===== src/rtl/score_mux_pkg.sv =====
`default_nettype none
// ---------------------------------------------------------------------------
// score_pkg : 7-segment glyph table and encoder for the score display.
// Revision  : 1.0  initial release
// ---------------------------------------------------------------------------
package score_pkg;

  localparam logic [6:0] SEG_BLANK = 7'b0000000;

  // {g,f,e,d,c,b,a}, active-high, digits 0..9
  localparam logic [6:0] SEG_GLYPH [10] = '{
    7'h3F, 7'h06, 7'h5B, 7'h4F, 7'h66,
    7'h6D, 7'h7D, 7'h07, 7'h7F, 7'h6F
  };

  function automatic logic [6:0] seg_encode(input logic [3:0] value,
                                            input logic       blank,
                                            input logic       invert);
    logic [6:0] glyph;
    if (blank || (value > 4'd9)) glyph = SEG_BLANK;
    else                         glyph = SEG_GLYPH[value];
    return glyph ^ {7{invert}};
  endfunction

endpackage
`default_nettype wire


===== src/rtl/score_mux_bcd_counter.sv =====
`default_nettype none
// ---------------------------------------------------------------------------
// bcd_counter : DIGITS-wide BCD up-counter with ripple carry and wrap flag.
// Revision    : 1.0  initial release
// ---------------------------------------------------------------------------
module bcd_counter
  import score_pkg::*;
#(
  parameter int DIGITS = 2
) (
  input  logic                clk,
  input  logic                rst_n,
  input  logic                clr,
  input  logic                inc,
  output logic [4*DIGITS-1:0] q,
  output logic                wrap
);

  logic [4*DIGITS-1:0] q_next;
  logic                all_nines;

  always_comb begin
    logic carry;
    carry  = 1'b1;
    q_next = q;
    for (int i = 0; i < DIGITS; i++) begin
      if (carry) begin
        if (q[4*i +: 4] == 4'd9) begin
          q_next[4*i +: 4] = 4'd0;
        end else begin
          q_next[4*i +: 4] = q[4*i +: 4] + 4'd1;
          carry            = 1'b0;
        end
      end
    end
    // carry surviving every digit means the counter was all 9s
    all_nines = carry;
  end

  assign wrap = inc & ~clr & all_nines;

  always_ff @(posedge clk) begin
    if (!rst_n)   q <= '0;
    else if (clr) q <= '0;
    else if (inc) q <= q_next;
  end

endmodule
`default_nettype wire


===== src/rtl/score_mux.sv =====
`default_nettype none
// ---------------------------------------------------------------------------
// score_mux : multi-digit BCD score / high score with multiplexed 7-seg drive.
// Revision  : 1.0  initial release
// ---------------------------------------------------------------------------
module score_mux
  import score_pkg::*;
#(
  parameter int DIGITS      = 2,
  parameter int REFRESH_DIV = 1,
  parameter int BLINK_HALF  = 25_000_000
) (
  input  logic                clk,
  input  logic                rst_n,
  input  logic                clr,
  input  logic                inc,
  input  logic                ena,
  input  logic                invert,
  input  logic                show_high,
  input  logic                lzb,
  output logic [6:0]          segments,
  output logic [DIGITS-1:0]   digits,
  output logic [4*DIGITS-1:0] score_bcd,
  output logic [4*DIGITS-1:0] high_bcd,
  output logic                new_high,
  output logic                overflow
);

  localparam int REF_W   = (REFRESH_DIV > 1) ? $clog2(REFRESH_DIV) : 1;
  localparam int ACT_W   = (DIGITS > 1)      ? $clog2(DIGITS)      : 1;
  localparam int BLINK_W = (BLINK_HALF > 1)  ? $clog2(BLINK_HALF)  : 1;

  logic wrap;

  bcd_counter #(.DIGITS(DIGITS)) u_score (
    .clk   (clk),
    .rst_n (rst_n),
    .clr   (clr),
    .inc   (inc),
    .q     (score_bcd),
    .wrap  (wrap)
  );

  // High only loads while score == high, so incrementing high equals the new score
  logic [4*DIGITS-1:0] high_inc;

  always_comb begin
    logic carry;
    carry    = 1'b1;
    high_inc = high_bcd;
    for (int i = 0; i < DIGITS; i++) begin
      if (carry) begin
        if (high_bcd[4*i +: 4] == 4'd9) begin
          high_inc[4*i +: 4] = 4'd0;
        end else begin
          high_inc[4*i +: 4] = high_bcd[4*i +: 4] + 4'd1;
          carry              = 1'b0;
        end
      end
    end
  end

  always_ff @(posedge clk) begin
    if (!rst_n) begin
      high_bcd <= '0;
      new_high <= 1'b0;
      overflow <= 1'b0;
    end else if (clr) begin
      new_high <= 1'b0;
      overflow <= 1'b0;
    end else if (inc) begin
      if (wrap) begin
        overflow <= 1'b1;
      end else if (score_bcd == high_bcd) begin
        high_bcd <= high_inc;
        new_high <= 1'b1;
      end
    end
  end

  logic [REF_W-1:0] ref_cnt;
  logic [ACT_W-1:0] active;
  logic             ref_tc;

  assign ref_tc = (ref_cnt == REF_W'(REFRESH_DIV - 1));

  always_ff @(posedge clk) begin
    if (!rst_n) begin
      ref_cnt <= '0;
      active  <= '0;
    end else if (ref_tc) begin
      ref_cnt <= '0;
      active  <= (active == ACT_W'(DIGITS - 1)) ? '0 : active + ACT_W'(1);
    end else begin
      ref_cnt <= ref_cnt + REF_W'(1);
    end
  end

  logic [BLINK_W-1:0] blink_cnt;
  logic               blink_phase;

  always_ff @(posedge clk) begin
    if (!rst_n || clr) begin
      blink_cnt   <= '0;
      blink_phase <= 1'b0;
    end else if (blink_cnt == BLINK_W'(BLINK_HALF - 1)) begin
      blink_cnt   <= '0;
      blink_phase <= ~blink_phase;
    end else begin
      blink_cnt   <= blink_cnt + BLINK_W'(1);
    end
  end

  logic [4*DIGITS-1:0] src;
  logic [DIGITS-1:0]   upper_zero;
  logic [DIGITS-1:0]   sel;
  logic [3:0]          cur_val;
  logic                blank;

  always_comb begin
    src = show_high ? high_bcd : score_bcd;
    // upper_zero[i]: digit i and every digit above it are zero
    upper_zero[DIGITS-1] = (src[4*(DIGITS-1) +: 4] == 4'd0);
    for (int i = DIGITS - 2; i >= 0; i--) begin
      upper_zero[i] = upper_zero[i+1] && (src[4*i +: 4] == 4'd0);
    end
    for (int i = 0; i < DIGITS; i++) begin
      sel[i] = (active == ACT_W'(i));
    end
    cur_val = src[{active, 2'b00} +: 4];
    blank   = !ena
           || (lzb && (active != '0) && upper_zero[active])
           || (new_high && !show_high && blink_phase);
  end

  always_ff @(posedge clk) begin
    if (!rst_n) begin
      segments <= {7{invert}};
      digits   <= {DIGITS{invert}};
    end else begin
      segments <= seg_encode(cur_val, blank, invert);
      digits   <= sel ^ {DIGITS{invert}};
    end
  end

endmodule
`default_nettype wire


===== config.mk =====
export PLATFORM = sky130hd
export DESIGN_NAME = score_mux
export DESIGN_NICKNAME = d
export VERILOG_FILES = /design/src/rtl/score_mux_pkg.sv /design/src/rtl/score_mux_bcd_counter.sv /design/src/rtl/score_mux.sv
export SDC_FILE = /design/constraint.sdc
export NUM_CORES = 1
export LEC_CHECK = 0
export BUFFER_PORTS_ARGS = -buffer_cell sky130_fd_sc_hd__buf_2
export CAP_MARGIN = 20
export CORE_ASPECT_RATIO = 1.2
export CORE_MARGIN = 1
export CORE_UTILIZATION = 35
export CTS_BUF_LIST = sky130_fd_sc_hd__clkbuf_2 sky130_fd_sc_hd__clkbuf_4 sky130_fd_sc_hd__clkbuf_8
export DETAILED_ROUTE_END_ITERATION = 16
export PLACE_DENSITY = 0.57
export SETUP_SLACK_MARGIN = 0.4
export SLEW_MARGIN = 20
export SYNTH_ARGS = -nofsm -noshare
export SYNTH_HDL_FRONTEND = slang
export SYNTH_HIERARCHICAL = 1
export SYNTH_SLANG_ARGS = --single-unit
export TNS_END_PERCENT = 20

===== constraint.sdc =====
create_clock -name clk -period 2 [get_ports clk]
set_input_delay 0 -clock clk [delete_from_list [all_inputs] [get_ports clk]]
set_output_delay 0 -clock clk [all_outputs]
set_load 0.01 [all_outputs]

==> metrics.yaml, run 1 <==
finClkSkew_ns: 0.0147
synthSimpleGateAreaFrac: 0.264
seq_power_share: 0.548
powerDensity_nw_per_um2: 523
diodes: 0
hold_class: "in -> reg"
viasPerCell: 4.91
comb_power_share: 0.144
dp_slack_ns: 0.0228
cts_tree: "yes"
drt_iter0_drc: 109
reg2reg_depth: 9
ys_seq_elements: 55
synth_edf_count: 0
die_x_um: 86.1
fill_cells: 797
drc: 0
r2r-end: "segments[2]"
drt_wl_total_um: 6810
p_sw_uw: 556
syn_avg_cell_area_um2: 8.82
slew_headroom: 0.632
synth_xor_area_frac: 0.130
multi_input_area_um2: 2060
cp_data_arrival_time_ns: 2.22
antenna_found_initial: 0
pin_count: 35
status: "completed"
io_buffers: 34
clk-insertion-delay-late_ns: 0.32
fp.dieH_um: 103
hold_violations: 0
total_power_mw: 2.08
cts_sinks: 55
crit_end: "segments[2]"
gp_congestion: 0.850
area_growth_pct: 33.7
num_rows: 36
initial_core_util: 0.362
final_core_util: 0.485
grt_usage: 0.160
rsz0062_at_grt: "yes"
grt-ovfl-total: 0
drtPass1Iterations: 5
end_kind: "flop"
peakVddDrop_uv: 301
final-setup-viol-count: 0
place_hpwl_um: 4710
num_vias: 2531
synth_mux_area_frac: 0.0682
core-area_um2: 8200
cp.required_ns: 2.24
ant_nets: 0
grt_pass1_wl_um: 11200
critical_path.max_fanout: 6
leakage_nw: 1.46
fmax_mhz: 506
critPathLaunch: "u_score/q[1]"
die_area_um2: 8860
rrSetupSlack_ns: 0.02
nets: 414
yosys_warnings: 6
regArea_um2: 1140
netlist_area_um2: 2970
rr_startpoint: "u_score/q[1]"
setup_ws_ns: 0.0245
cts-htree-levels: 2
period_needed_ns: 1.98
cp-start-kind: "flop"
maxCapViolCount: 0
wl_per_cell_um: 13.2
slew_violations: 0
synth_compound_area_frac: 0.0914
syn_nets: 351
cts_buffers: 5
crit_type: "reg -> reg"
clockBufferDepth: 2
root_buffer: "clkbuf_8"
clk_pin_slew_ns: 0.10
grt_max_degree: 26
grt_pass1_vias: 2351
drive_gt1_frac: 0.394
tightestPinTransition_ns: 0.546
synth_top_family_by_area: "simple AND/OR/NAND/NOR gates"
synth_ff_type: "dfxtp_1"
p_clk_frac: 0.308
swShare: 0.268
postSynth.asyncResetShare: 0
period_share: 0.988
synth_fa_ha_area_frac: 0.0253
ys_types: 59
p_int_mw: 1.52
ys_seq_area_frac: 0.371
synthCells: 337
registers in the layout (all words and copies together) (netlist names):
signal       cells
digits           2
blink_cnt       25
active           1
overflow         1
blink_phase      1
ref_cnt          1
new_high         1
high_bcd         8
u_score/q        8
segments         7
metrics by stage:
| stage | cells | setup TNS (ns) | hold slack [ns] | area (um^2) |
|---|---|---|---|---|
| floorplan | 337 | 0 | 0.145 | 3040 |
| CTS | 510 | 0 | 0.0518 | 3640 |
| detailed placement | 492 | 0 | 0.385 | 3430 |
| finish | 515 | 0 | 0.0556 | 3970 |
| global route | 515 | -0.500 | 0.0604 | 3970 |
| global placement | 492 | 0 | 0.384 | 3430 |
logic make-up (layout without fill, tap and decap cells):
| kind of cell | after synthesis | after routing |
|---|---|---|
| flip-flops | 55 | 55 |
| multiplexers | 15 | 15 |
| buffers and inverters | 33 | 97 |
| XOR/XNOR | 44 | 44 |
| AND/OR/NAND/NOR | 141 | 141 |
| other | 1 | 1 |
| AO/OA/AOI/OAI | 42 | 42 |
| adder cells (fa/ha/maj) | 6 | 6 |
worst max-delay path, stage by stage, from the launching register on:
cell and delay (ns):
dfxtp_4 0.37, buf_12 0.12, mux4_2 0.49, inv_4 0.11, ha_4 0.14, nor2_2 0.04
o21ai_2 0.15, o211ai_4 0.13, a31oi_1 0.20, xor2_1 0.15
layer usage:
metal	part of all wire	global-route usage
met1	0.44	0.198
met2	0.50	0.270
met3	0.042	0.0352
met4	0.023	0.0654
met5	0	0
power by group through the flow:
stage          combinational [mW]  clock (mW)  sequential, mW
6_report                    0.299       0.639            1.14
5_1_grt                     0.324       0.723            1.14
4_1_cts                     0.265       0.673            1.14
3_5_place_dp                0.243           0            1.17
3_3_place_gp                0.242           0            1.17
2_1_floorplan               0.154           0            1.18
worst min-delay path by stage:
stage          depth (start not counted)  slack (ns)   endpoint   start
2_1_floorplan                          2        0.14   overflow     inc
3_3_place_gp                           2        0.38  digits[1]  invert
3_5_place_dp                           2        0.38  digits[1]  invert
4_1_cts                                2        0.05  digits[1]  invert
5_1_grt                                2        0.06  digits[1]  invert
6_report                               2        0.06  digits[1]  invert
layout by cell type, fill, tap and decap left out, types with 11 or more instances in the layout:
cell     Yosys  routed
nor2_1      44      22
inv_1       20      19
buf_2        6      34
nand2_1     20      20
nor2_4       0      21
nand4_1     11      11
dfxtp_1     55      37
xor2_1      20      19
xnor2_1     24      23
buf_4        2      32
dfxtp_2      0      13
a21oi_1     14      12
cells in the mapped netlist (2+ instances only):
cell / n / area share
dfxtp_1: 55 / 0.37
nor2_1: 44 / 0.056
xnor2_1: 24 / 0.071
inv_1: 20 / 0.025
nand2_1: 20 / 0.025
xor2_1: 20 / 0.059
a21oi_1: 14 / 0.024
nand3_1: 11 / 0.019
nand4_1: 11 / 0.023
o21ai_0: 10 / 0.017
nand2b_1: 9 / 0.019
mux2i_1: 8 / 0.027
nor3_1: 8 / 0.013
buf_2: 6 / 0.010
ha_1: 6 / 0.025
a31oi_1: 5 / 0.011
and4_1: 4 / 0.012
nor2b_1: 4 / 0.0084
nor4_1: 4 / 0.0084
or4_1: 4 / 0.010
clkbuf_1: 3 / 0.0038
mux2_2: 3 / 0.011
and4b_1: 2 / 0.0067
buf_4: 2 / 0.0051
mux4_1: 2 / 0.018
nor4b_1: 2 / 0.0059
o211ai_1: 2 / 0.0051
o31ai_1: 2 / 0.0051
or3_1: 2 / 0.0042
timing repair:
action                                  in CTS  in global routing
buffers inserted                            10                  5
resized for setup                            9                 77
hold buffers                                 0                  0
pin swaps                                    6                 40
endpoints found under the setup margin      40                 43
layout make-up:
cell class | instances | area share
Clock inverter | 2 | 0.00441
Timing Repair Buffer | 69 | 0.117
Tap cell | 114 | 0.0359
Inverter | 20 | 0.0195
Sequential cell | 55 | 0.286
Clock buffer | 6 | 0.0192
Multi-Input combinational cell | 249 | 0.518
Power figures use the tool's default switching activity.
==> run 2: changes to the inputs <==
CORE_UTILIZATION = 55   (was 35)
PLACE_DENSITY = 0.79   (was 0.57)
clock period = 2.5 ns   (was 2 ns; I/O delays follow)
==> run 2 against run 1 <==
Critical path type unchanged. Combinational power decreased by 35%. Total power is 19% lower. First-iteration DRC count up 17%. Sequential share of layout area is 4.1 points higher. Maximum frequency fell by 2.0%. Via count decreased by 1.4%.
==> metrics.yaml, run 2 (synthesized netlist as in run 1, its figures left out) <==
hold_class: "in -> reg"
cts_tree: "yes"
powerDensity_nw_per_um2: 488
fp.dieH_um: 82.5
p_sw_uw: 409
grt-ovfl-total: 0
cp_cell_sequence: "and4bb_2 > nand3_1 > nor3_1 > nand2b_4 > nor4_4 > nand4b_4 > or4_1 > a21oi_1"
final-setup-viol-count: 0
drive_gt1_frac: 0.230
critPathLaunch: "u_score/q[1]"
layout_common_cells: "47 x dfxtp_1, 44 x nor2_1, 34 x buf_2, 24 x xnor2_1"
wl_per_cell_um: 14.0
seq_power_share: 0.540
die_x_um: 69.1
critical_path.max_fanout: 6
grt_max_degree: 26
largest_register: "blink_cnt"
diodes: 0
pin_count: 35
reg.largest.list: "blink_cnt: 25 flops, high_bcd: 8 flops, u_score/q: 8 flops"
grt_usage: 0.212
core-area_um2: 5080
rrSetupSlack_ns: 0.48
rsz0062_at_grt: "yes"
multi_input_area_um2: 1780
comb_power_share: 0.116
p_clk_frac: 0.344
fill_cells: 404
end_kind: "flop"
area_growth_pct: 15.8
largest_reg_flops: 25
clockBufferDepth: 2
cp-start-kind: "flop"
drtPass1Iterations: 4
leakage_nw: 1.33
clk-insertion-delay-late_ns: 0.31
tightestPinTransition_ns: 0.538
swShare: 0.244
p_int_mw: 1.27
cts_sinks: 55
maxCapViolCount: 0
place_hpwl_um: 4200
final_common_cell: "dfxtp_1"
ant_nets: 0
status: "completed"
hold_slack_ns: 0.0680
num_vias: 2495
finClkSkew_ns: 0.00608
hold_violations: 0
die_area_um2: 5700
regArea_um2: 1120
drt_wl_total_um: 6140
drt_iter0_drc: 128
gp_congestion: 0.855
slowest_stage: "or4_1"
period_share: 0.807
cts_buffers: 5
cp_data_arrival_time_ns: 2.26
antenna_found_initial: 0
period_needed_ns: 2.02
num_rows: 28
root_buffer: "clkbuf_8"
tns_ns: 0
io_buffers: 34
slew_headroom: 0.634
rr_startpoint: "u_score/q[1]"
drc: 0
cp.required_ns: 2.75
grt_pass1_vias: 2225
clk_pin_slew_ns: 0.10
slew_violations: 0
fmax_mhz: 496
grt_pass1_wl_um: 9940
peakVddDrop_uv: 308
min_from: "inc"
viasPerCell: 5.68
nets: 393
cts-htree-levels: 2
crit_type: "reg -> reg"
max_stage_delay_ns: 0.50
initial_core_util: 0.585
[run 2: cell count changes in the layout (fill, tap and decap cells not counted), moves of 3 or more]
cell,delta
buf_4,-20
dfxtp_1,+10
dfxtp_2,-10
nor2_1,+22
nor2_4,-21
nor3_1,+4
nor3_2,-4
nor4_1,+3
[run 2: layer usage]
layer,GRT usage,wire length [um]
met1,0.268,2840
met2,0.373,3000
met3,0.0364,256
met4,0.0612,44
met5,0,0
[run 2: power groups by stage]
stage	registers (mW)	clock network, mW	logic (mW)
floorplan	0.944	0	0.116
global placement	0.932	0	0.174
detailed placement	0.932	0	0.176
CTS	0.910	0.587	0.179
global route	0.910	0.623	0.212
finish	0.907	0.579	0.194
[run 2: area by class of cell]
class / count / area share
Timing Repair Buffer: 48 / 0.0825
Multi-Input combinational cell: 249 / 0.516
Tap cell: 60 / 0.0218
Inverter: 20 / 0.0218
Clock buffer: 5 / 0.0200
Sequential cell: 55 / 0.327
Clock inverter: 2 / 0.0109
[run 2: per-stage QoR]
step	utilization	cells	power, mW	setup slack, ns	area (um^2)
2_1_floorplan	-	337	1.06	0.417	2970
3_3_place_gp	0.628	424	1.11	0.396	3190
3_5_place_dp	0.628	424	1.11	0.327	3190
4_1_cts	0.652	432	1.68	0.374	3310
5_1_grt	0.677	439	1.75	0.387	3440
6_report	0.677	439	1.68	0.484	3440
[run 2: final timing paths]
kind	end	cells after the start
setup / recovery	high_bcd[1]	8
hold / removal	overflow	3
setup reg to reg	high_bcd[1]	8
hold reg to reg	blink_cnt[0]	1
[run 2: repair_timing]
action,in CTS,in global routing
pin swaps,1,3
buffers inserted,1,7
hold buffers,0,0
setup endpoints to repair,8,11
gates resized for setup,8,17
[run 2: critical path: cells and delay by family, from the launching register on]
kind	cells	cell delay, ns
AO/OA/AOI/OAI	1	0.13
flip-flops	1	0.39
AND/OR/NAND/NOR	7	1.44
==> run 3: changes to the inputs <==
ABC_AREA = 1   (was not set)
PLACE_DENSITY = 0.81   (was 0.79)
clock period = 1.85 ns   (was 2.5 ns; I/O delays follow)
==> run 3 against run 2 <==
Utilization is 1.5 points higher. Non-clock buffer count is 15 higher. Maximum frequency is 19% higher. First-iteration DRC count is 97% higher. Critical path depth is 7 higher. Synthesized area is 15% higher. Worst hold slack worse by 0.056 ns. Total power is 45% higher. Count of clock-buffer cells in the layout is 1 higher.
==> metrics.yaml, run 3 <==
period_share: 0.915
area_growth_pct: 22.3
final_common_cell: "nand2_1"
drtPass1Iterations: 5
grt_pass1_wl_um: 13800
peakVddDrop_uv: 313
synth_xor_area_frac: 0.0309
netlist_top_cells_count: "166 x nand2_1, 62 x nor2_1, 60 x inv_1, 60 x nand3_1, 55 x dfxtp_1"
synth_compound_area_frac: 0.0599
ys_seq_area_frac: 0.323
antenna_found_initial: 0
drt_wl_total_um: 8820
cp_data_arrival_time_ns: 1.90
finClkSkew_ns: 0.0139
rr_startpoint: "high_bcd[5]"
syn_nets: 552
yosys_warnings: 6
layout.cells.non_filler: 684
synthSimpleGateAreaFrac: 0.470
cts-htree-levels: 2
hold_class: "in -> reg"
syn_avg_cell_area_um2: 6.33
cts_buffers: 5
synth_top_area_share: 0.323
die_x_um: 73.8
reg.largest.list: "blink_cnt: 25 flops, high_bcd: 8 flops, u_score/q: 8 flops"
grt_usage: 0.271
reg2reg_depth: 15
cp_cell_sequence: "nand2_1 > nand2_1 > nand2_1 > nand2_2 > inv_4 > ha_2 > inv_2 > nand2_2 > nand2_4 > nand2_4 > inv_4 > nor2_8 > nand3_2 > nand2_1 > inv_1"
place_hpwl_um: 6280
num_rows: 31
synth_fa_ha_area_frac: 0.0220
powerDensity_nw_per_um2: 587
initial_core_util: 0.566
ys_types: 37
synth_edf_count: 0
maxCapViolCount: 0
clk-insertion-delay-late_ns: 0.31
largest_reg_flops: 25
synth_ff_type: "dfxtp_1"
postSynth.asyncResetShare: 0
ys_seq_elements: 55
slowest_stage: "dfxtp_4"
slew_violations: 0
hold_violations: 0
synth_mux_area_frac: 0
period_needed_ns: 1.69
fmax_mhz: 591
io_buffers: 34
clk_pin_slew_ns: 0.10
end_kind: "flop"
die_area_um2: 6510
leakage_nw: 1.79
grt_pass1_vias: 3171
grt_max_degree: 17
cp.required_ns: 2.06
largest_register: "blink_cnt"
dp_cells: 662
final-setup-viol-count: 0
diodes: 0
max_stage_delay_ns: 0.37
num_vias: 3645
nets: 616
synth.area.top_cells: "dfxtp_1 32%, nand2_1 18%, nand3_1 8.8%, nor2_1 6.8%, inv_1 6.6%"
root_buffer: "clkbuf_8"
gp_congestion: 0.922
rrSetupSlack_ns: 0.16
synth_top_cell_by_area: "dfxtp_1"
grt-ovfl-total: 0
hold-path-endpoint: "u_score/q[0]"
viasPerCell: 5.33
cts_sinks: 55
min_from: "inc"
rsz0062_at_grt: "yes"
layout_common_cells: "157 x nand2_1, 56 x nor2_1, 53 x inv_1, 52 x nand3_1, 39 x dfxtp_1"
r2r-end: "segments[2]"
cp_common_cell: "nand2_1"
fp.dieH_um: 88.2
drive_gt1_frac: 0.257
status: "completed"
holdPathStages: 3
crit_type: "reg -> reg"
yosysMostFrequentCell: "nand2_1"
tns_ns: 0
ant_nets: 0
drc: 0
synth_top_family_by_area: "simple AND/OR/NAND/NOR gates"
wl_per_cell_um: 12.9
netlist_area_um2: 3410
synthCells: 538
pin_count: 35
drt_iter0_drc: 252
clockBufferDepth: 2
dp_slack_ns: 0.106
setup_ws_ns: 0.157
fill_cells: 512
total_power_mw: 2.44
cp-start-kind: "flop"
core-area_um2: 6010
cts_tree: "yes"
critical_path.max_fanout: 8
## run 3: cell types whose count changed in the layout (fill, tap and decap cells not counted), sizes merged, moves of 5 or more
| cell | change |
|---|---|
| nand2b | -9 |
| nor3 | +6 |
| xnor2 | -20 |
| nand3 | +52 |
| xor2 | -12 |
| mux2i | -9 |
| buf | +16 |
| nor2 | +27 |
| nor4 | -5 |
| a21oi | +15 |
| inv | +48 |
| a31oi | -5 |
| nand2 | +154 |
## run 3: layout make-up
| type | instances | area [um^2] | share of cell area |
|---|---|---|---|
| multi-input cells | 405 | 2130 | 0.511 |
| flip-flops and latches | 55 | 1150 | 0.275 |
| repair buffers | 63 | 403 | 0.0968 |
| inverters | 72 | 279 | 0.0670 |
| well taps | 82 | 103 | 0.0246 |
| clock buffers | 6 | 76.3 | 0.0183 |
| clock inverters | 1 | 30.0 | 0.00721 |
## run 3: timing repair
action | in CTS | in global routing
pin swaps | 5 | 20
setup buffers | 8 | 7
resized for setup | 27 | 39
hold buffers | 0 | 0
setup endpoints to repair | 41 | 42
## run 3: report_power, final
group | leakage, nW | internal (mW) | total, mW | switching [mW]
Clock | 0.0547 | 0.413 | 0.811 | 0.398
Combinational | 1.27 | 0.154 | 0.414 | 0.259
Sequential | 0.458 | 1.20 | 1.22 | 0.0152
Total | 1.79 | 1.77 | 2.44 | 0.672
## run 3: kinds of logic after synthesis
logic type | after synthesis
buf+inv | 78
fa+ha+maj | 6
xor+xnor | 12
other cells | 1
compound gates | 39
flops | 55
simple gates | 347
## run 3: per-stage QoR
stage	area, um^2	utilization	hold WS (ns)
floorplan	3430	-	0.100
global placement	3750	0.624	0.311
detailed placement	3750	0.624	0.315
CTS	3990	0.663	0.000258
global route	4160	0.693	0.0141
finish	4160	0.693	0.0120
## run 3: worst max path at each step
| stage | start | to | cells after the start |
|---|---|---|---|
| 2_1_floorplan | high_bcd[4] | segments[0] | 14 |
| 5_1_grt | u_score/q[5] | segments[2] | 15 |
| 6_report | high_bcd[5] | segments[2] | 15 |
| 3_3_place_gp | active | segments[6] | 12 |
| 3_5_place_dp | active | segments[2] | 12 |
| 4_1_cts | high_bcd[3] | high_bcd[6] | 8 |
## run 3: per-layer routing
layer / part of all wire / wire, um / GRT usage
met1: 0.41 / 3650 / 0.316
met2: 0.51 / 4510 / 0.485
met3: 0.052 / 460 / 0.0460
met4: 0.022 / 196 / 0.112
met5: 0 / 0 / 0
## run 3: critical path: cells and delay by family, from the launching register on
kind,cells,cell delay [ns]
flip-flops,1,0.37
AND/OR/NAND/NOR,10,0.81
buffers and inverters,4,0.21
adder cells (fa/ha/maj),1,0.17
